[src/rtl/alu_cmd_sequencer_pkg.sv]
// Shared definitions for the super-ALU command sequencer: op-codes, alu_type
// one-hot codes, FSM state encoding and the command record width.
package alu_cmd_sequencer_pkg;

    localparam logic [1:0] OP_MUL  = 2'b00;
    localparam logic [1:0] OP_DIV  = 2'b01;
    localparam logic [1:0] OP_SQRT = 2'b10;
    localparam logic [1:0] OP_ILL  = 2'b11;

    // alu_type is {MUL, DIV, SQRT, 1'b0}
    localparam logic [3:0] TYPE_MUL  = 4'b1000;
    localparam logic [3:0] TYPE_DIV  = 4'b0100;
    localparam logic [3:0] TYPE_SQRT = 4'b0010;
    localparam logic [3:0] TYPE_NONE = 4'b0000;

    typedef enum logic [1:0] {
        ST_IDLE  = 2'd0,
        ST_ISSUE = 2'd1,
        ST_WAIT  = 2'd2,
        ST_GAP   = 2'd3
    } state_t;

    // op + mode + x + y + offset + tag
    function automatic int cmd_width(input int max_w, input int off_w);
        return 2 + 2 + max_w + max_w + off_w + 2;
    endfunction

    localparam int CMD_W = cmd_width(13, 10);

    function automatic logic [3:0] type_of(input logic [1:0] op);
        logic [3:0] t;
        case (op)
            OP_MUL:  t = TYPE_MUL;
            OP_DIV:  t = TYPE_DIV;
            OP_SQRT: t = TYPE_SQRT;
            default: t = TYPE_NONE;
        endcase
        return t;
    endfunction

endpackage

[src/rtl/alu_cmd_sequencer_cmd_fifo.sv]
// Synchronous FIFO for command records; occupancy tracked with an extra
// pointer bit so full and empty are distinguishable when the indices match.
module cmd_fifo #(
    parameter int WIDTH = 42,
    parameter int DEPTH = 4
) (
    input  logic             i_clk,
    input  logic             i_rst,
    input  logic             i_push,
    input  logic [WIDTH-1:0] i_data,
    input  logic             i_pop,
    output logic [WIDTH-1:0] o_data,
    output logic             o_full,
    output logic             o_empty
);

    localparam int AW = $clog2(DEPTH);

    logic [WIDTH-1:0] r_mem [DEPTH];
    logic [AW:0]      r_wr_ptr;
    logic [AW:0]      r_rd_ptr;
    logic             w_do_push;
    logic             w_do_pop;

    assign o_empty   = (r_wr_ptr == r_rd_ptr);
    assign o_full    = (r_wr_ptr[AW] != r_rd_ptr[AW]) &&
                       (r_wr_ptr[AW-1:0] == r_rd_ptr[AW-1:0]);
    assign w_do_push = i_push && !o_full;
    assign w_do_pop  = i_pop && !o_empty;
    assign o_data    = r_mem[r_rd_ptr[AW-1:0]];

    always_ff @(posedge i_clk) begin
        if (i_rst) begin
            r_wr_ptr <= '0;
            r_rd_ptr <= '0;
        end else begin
            if (w_do_push) r_wr_ptr <= r_wr_ptr + 1'b1;
            if (w_do_pop)  r_rd_ptr <= r_rd_ptr + 1'b1;
        end
    end

    // storage needs no reset; the pointers define what is valid
    always_ff @(posedge i_clk) begin
        if (w_do_push) r_mem[r_wr_ptr[AW-1:0]] <= i_data;
    end

endmodule

[src/rtl/alu_cmd_sequencer.sv]
// Command front-end for the shared super-ALU: queues requests, issues them one
// at a time with a start-low gap and timeout, and returns results in order.
module alu_cmd_sequencer
    import alu_cmd_sequencer_pkg::*;
#(
    parameter int MAX_WIDTH    = 13,
    parameter int OFFSET_WIDTH = 10,
    parameter int FIFO_DEPTH   = 4,
    parameter int GAP_CYCLES   = 2,
    parameter int TIMEOUT      = 1023
) (
    input  logic                    CLK,
    input  logic                    RST,
    input  logic                    cmd_valid,
    output logic                    cmd_ready,
    input  logic [1:0]              cmd_op,
    input  logic [1:0]              cmd_mode,
    input  logic [MAX_WIDTH-1:0]    cmd_x,
    input  logic [MAX_WIDTH-1:0]    cmd_y,
    input  logic [OFFSET_WIDTH-1:0] cmd_offset,
    input  logic [1:0]              cmd_tag,
    output logic [MAX_WIDTH-1:0]    alu_x,
    output logic [MAX_WIDTH-1:0]    alu_y,
    output logic [OFFSET_WIDTH-1:0] alu_offset,
    output logic [1:0]              alu_mode,
    output logic [3:0]              alu_type,
    output logic                    alu_start,
    input  logic [MAX_WIDTH-1:0]    alu_fout,
    input  logic [MAX_WIDTH-1:0]    alu_pout,
    input  logic                    alu_done,
    output logic                    res_valid,
    input  logic                    res_ready,
    output logic [MAX_WIDTH-1:0]    res_fout,
    output logic [MAX_WIDTH-1:0]    res_pout,
    output logic [1:0]              res_tag,
    output logic                    res_err
);

    localparam int CW = cmd_width(MAX_WIDTH, OFFSET_WIDTH);
    localparam int TW = $clog2(TIMEOUT + 1);
    localparam int GW = (GAP_CYCLES > 1) ? $clog2(GAP_CYCLES) : 1;

    state_t                  r_state;
    state_t                  w_next;
    logic [TW-1:0]           r_tmo;
    logic [GW-1:0]           r_gap;
    logic [1:0]              r_tag;

    logic                    w_full;
    logic                    w_empty;
    logic                    w_push;
    logic                    w_pop;
    logic                    w_load;
    logic                    w_illegal;
    logic                    w_capture;
    logic                    w_timeout;
    logic                    w_slot_free;
    logic [CW-1:0]           w_head;
    logic [1:0]              w_head_op;
    logic [1:0]              w_head_mode;
    logic [MAX_WIDTH-1:0]    w_head_x;
    logic [MAX_WIDTH-1:0]    w_head_y;
    logic [OFFSET_WIDTH-1:0] w_head_off;
    logic [1:0]              w_head_tag;

    assign cmd_ready   = !w_full && !RST;
    assign w_push      = cmd_valid && cmd_ready;
    assign w_slot_free = !res_valid || res_ready;
    assign {w_head_op, w_head_mode, w_head_x, w_head_y, w_head_off, w_head_tag} = w_head;

    cmd_fifo #(
        .WIDTH (CW),
        .DEPTH (FIFO_DEPTH)
    ) u_cmd_fifo (
        .i_clk   (CLK),
        .i_rst   (RST),
        .i_push  (w_push),
        .i_data  ({cmd_op, cmd_mode, cmd_x, cmd_y, cmd_offset, cmd_tag}),
        .i_pop   (w_pop),
        .o_data  (w_head),
        .o_full  (w_full),
        .o_empty (w_empty)
    );

    always_ff @(posedge CLK) begin
        if (RST) r_state <= ST_IDLE;
        else     r_state <= w_next;
    end

    always_comb begin
        w_next    = r_state;
        w_pop     = 1'b0;
        w_load    = 1'b0;
        w_illegal = 1'b0;
        w_capture = 1'b0;
        w_timeout = 1'b0;
        case (r_state)
            ST_IDLE: begin
                if (!w_empty && w_slot_free) begin
                    w_pop = 1'b1;
                    // illegal ops never touch the ALU and are answered in place
                    if (w_head_op == OP_ILL) begin
                        w_illegal = 1'b1;
                    end else begin
                        w_load = 1'b1;
                        w_next = ST_ISSUE;
                    end
                end
            end
            ST_ISSUE: w_next = ST_WAIT;
            ST_WAIT: begin
                if (alu_done) begin
                    w_capture = 1'b1;
                    w_next    = ST_GAP;
                end else if (r_tmo == TW'(TIMEOUT)) begin
                    w_timeout = 1'b1;
                    w_next    = ST_GAP;
                end
            end
            ST_GAP: begin
                if (r_gap == GW'(GAP_CYCLES - 1)) w_next = ST_IDLE;
            end
            default: w_next = ST_IDLE;
        endcase
    end

    always_ff @(posedge CLK) begin
        if (RST) begin
            alu_x      <= '0;
            alu_y      <= '0;
            alu_offset <= '0;
            alu_mode   <= '0;
            alu_type   <= TYPE_NONE;
            alu_start  <= 1'b0;
            r_tag      <= '0;
            r_tmo      <= '0;
            r_gap      <= '0;
        end else begin
            if (w_load) begin
                alu_x      <= w_head_x;
                alu_y      <= w_head_y;
                alu_offset <= w_head_off;
                alu_mode   <= w_head_mode;
                alu_type   <= type_of(w_head_op);
                r_tag      <= w_head_tag;
            end
            // start is high exactly while the FSM sits in WAIT
            alu_start <= (w_next == ST_WAIT);
            if (r_state == ST_ISSUE)                          r_tmo <= '0;
            else if (r_state == ST_WAIT && r_tmo != TW'(TIMEOUT)) r_tmo <= r_tmo + 1'b1;
            if (r_state == ST_GAP) r_gap <= r_gap + 1'b1;
            else                   r_gap <= '0;
        end
    end

    always_ff @(posedge CLK) begin
        if (RST) begin
            res_valid <= 1'b0;
            res_fout  <= '0;
            res_pout  <= '0;
            res_tag   <= '0;
            res_err   <= 1'b0;
        end else if (w_capture) begin
            res_valid <= 1'b1;
            res_fout  <= alu_fout;
            res_pout  <= alu_pout;
            res_tag   <= r_tag;
            res_err   <= 1'b0;
        end else if (w_timeout || w_illegal) begin
            res_valid <= 1'b1;
            res_fout  <= '0;
            res_pout  <= '0;
            res_tag   <= w_illegal ? w_head_tag : r_tag;
            res_err   <= 1'b1;
        end else if (res_valid && res_ready) begin
            res_valid <= 1'b0;
        end
    end

endmodule

[config.mk]
export PLATFORM = sky130hd
export DESIGN_NAME = alu_cmd_sequencer
export DESIGN_NICKNAME = d
export VERILOG_FILES = /design/src/rtl/alu_cmd_sequencer_pkg.sv /design/src/rtl/alu_cmd_sequencer_cmd_fifo.sv /design/src/rtl/alu_cmd_sequencer.sv
export SDC_FILE = /design/constraint.sdc
export NUM_CORES = 1
export LEC_CHECK = 0
export ABC_AREA = 1
export BUFFER_PORTS_ARGS = -buffer_cell sky130_fd_sc_hd__buf_2
export CORE_UTILIZATION = 26
export CTS_CLUSTER_SIZE = 16
export DETAILED_ROUTE_END_ITERATION = 10
export MAX_ROUTING_LAYER = met4
export SYNTH_ARGS = -nofsm -noshare
export SYNTH_HDL_FRONTEND = slang
export SYNTH_SLANG_ARGS = --single-unit
export TNS_END_PERCENT = 20
[constraint.sdc]
create_clock -name CLK -period 7.7 [get_ports CLK]
set_input_delay 1.155 -clock CLK [delete_from_list [all_inputs] [get_ports CLK]]
set_output_delay 1.155 -clock CLK [all_outputs]
set_load 0.02 [all_outputs]
==> flow_summary.toml <==
[worst_setup_path]
crit_arrival_ns = 2.77
worst_ep_required_time_ns = 6.55
ff2ff_setup_slack_ns = 4.39
path_class = "in -> out"
critPathMaxFanout = 52
start_kind = "input port"
worstSetupEndpointType = "primary output"

[timing]
hold_viol_final = 0
setup-tns-final_ns = 0
layout_setup_ws_ns = 3.772
finalCriticalPeriod_ns = 3.928
slew_headroom = 0.2272
maxSlewViolCount = 0
fin_crit_sh = 0.5102
worstMarginPinSlew_ns = 1.156
timing.hold.ws_ns = 0.4586
clock_skew_ns = 0.01110
fmax_ghz = 0.2546
rsz0062_at_grt = "no"
finalSetupViolCount = 0

[place]
post_dp_cell_area_um2 = 11320
dp_hpwl_um = 14560
io_buffers = 145
gp_congestion = 0.7486
place_ws_ns = 3.721
dp_cells = 1526

[clocking]
cts_hold_buf = 0
h-tree-depth = 1
post_cts_buffers = 0
clock-sinks = 263
cts-buffers-inserted = 26
cts_root_buf = "clkbuf_16"
clk_pin_slew_ns = 0.06
clk_path_buf_depth = 3
clk_latency_ns = 0.53
cts.repair.resized = 0
cts_tree = "done"

[yosys]
seq_area_frac_synth = 0.6826
synth_warnings = 0
yosys_register_bits = 263
synthArstFlopShare = 0
synth_fp_nets = 992
synthDistinctLibCells = 33
synthFlopType = "edfxtp_1"
post_synth.cell_area_avg_um2 = 11.15
synth_edf_count = 168
netlist_area_um2 = 10180
syn_inst = 913

[floorplanning]
dieArea_um2 = 39940
rows = 72
core_area_um2 = 38650
initial_core_util = 0.2633
dieWidth_um = 199.8
pin_count = 147
dieHeight_um = 199.8

[drt]
via_per_inst = 4.416
wirelength_um = 23710
ant_nets = 0
vias = 6968
first_iter_violations = 429
wl_per_cell_um = 15.02
drc_errors = 0
first_pass_iters = 5

[grt]
grt_pass1_wl_um = 36300
groute.usage.overall = 0.1198
grt_overflow = 0
grt_max_degree = 86
first_global_vias = 6683
antenna_found_initial = 5

[power]
total_power_mw = 4.579
peakVddDrop_v = 0.0002086
powerDensity_nw_per_um2 = 375.4
p_leak_nw = 4.491

[layout]
nFillCells = 3920
drive_above_1_share = 0.2434
instances_no_fill = 1578
final_util = 0.3156
nets = 1115
multi_input_area_um2 = 2810
design_area_um2 = 12200
seq_area_um2 = 6952
area_growth_pct = 19.84

[outcome]
status = "complete, no violations"

[run]
drv_cap = 0

[min_path]
hold_path.class = "reg -> reg"
-- cells by family (layout without fill, tap and decap cells) --
| kind of cell | Yosys count | count (layout) | share of synthesized area |
|---|---|---|---|
| AOI/OAI and AO/OA | 215 | 215 | 0.1120 |
| xor gates and xnor gates | 3 | 3 | 0.002582 |
| adders and majority gates | 6 | 6 | 0.007376 |
| buffers and inverters | 93 | 236 | 0.04426 |
| DFF | 263 | 263 | 0.6826 |
| other | 1 | 5 | 0.0003685 |
| and+or+nand+nor | 332 | 332 | 0.1509 |
-- layer usage --
layer | global-route usage | wire (µm) | vias to the layer above
met5 | - | 0 | -
met4 | 0.02686 | 344 | 0
met3 | 0.03007 | 1718 | 32
met2 | 0.1980 | 11340 | 195
met1 | 0.1470 | 10310 | 3282
li1 | - | - | 3459
-- report_power, final --
group	internal (mW)	total, mW	leakage [nW]	switching (mW)
combinational	0.430	1.43	1.78	1.00
sequential	1.69	1.86	2.30	0.174
clock	0.757	1.28	0.408	0.526
total	2.87	4.58	4.49	1.70
-- placed cells by master (no fill, tap or decap), types with 4 or more instances in the layout --
cell type / n
edfxtp_1: 168
buf_2: 145
nor2_1: 141
o21ai_0: 116
dfxtp_1: 93
nand2_1: 82
nor2_2: 41
o22ai_1: 40
a21oi_1: 40
inv_1: 29
nand4_1: 28
clkbuf_16: 26
nand3_1: 18
o21ai_1: 14
inv_2: 8
nor2_4: 6
ha_1: 6
nor3_1: 5
clkbuf_1: 5
buf_4: 5
diode_2: 4
bufinv_16: 4
clkinv_1: 4
-- state kept, by name, indices dropped and copies added, names as in the netlist, 3 cells and up, named ones only --
name,count
u_cmd_fifo.r_wr_ptr,3
res_pout,13
r_tmo,10
u_cmd_fifo.r_rd_ptr,3
alu_type,3
u_cmd_fifo.r_mem,168
alu_offset,10
res_fout,13
alu_x,13
alu_y,13
-- Yosys cell counts, types with 18 or more instances --
master	number	area [µm²]
clkbuf_1	34	127.6
nand4_1	28	175.2
dfxtp_1	95	1902
nand2_1	82	307.8
inv_1	30	112.6
nor2_2	41	256.5
a21oi_1	40	200.2
nand3_1	18	90.09
o22ai_1	40	250.2
nor2_1	145	544.3
o21ai_0	116	580.6
edfxtp_1	168	5045
-- critical path, cell delays in order --
cell and delay [ns]:
buf_2 0.30, inv_2 0.68, o21ai_0 0.22, inv_1 0.17
buf_2 0.21
-- area by class of cell --
type | instances | share of cell area
Antenna cell | 4 | 0.0008207
Clock buffer | 31 | 0.05488
Clock inverter | 17 | 0.01631
Inverter | 38 | 0.01190
Multi-Input combinational cell | 557 | 0.2304
Sequential cell | 263 | 0.5700
Tap cell | 518 | 0.05314
Timing Repair Buffer | 150 | 0.06258
-- final timing paths --
kind	from	end	cells after the start
setup / recovery	RST	cmd_ready	5
hold / removal	alu_type[2]	alu_type[2]	2
setup reg to reg	flip-flop	alu_x[2]	9
hold reg to reg	alu_type[2]	alu_type[2]	2
Note: power is estimated with default switching activity, not from simulation.
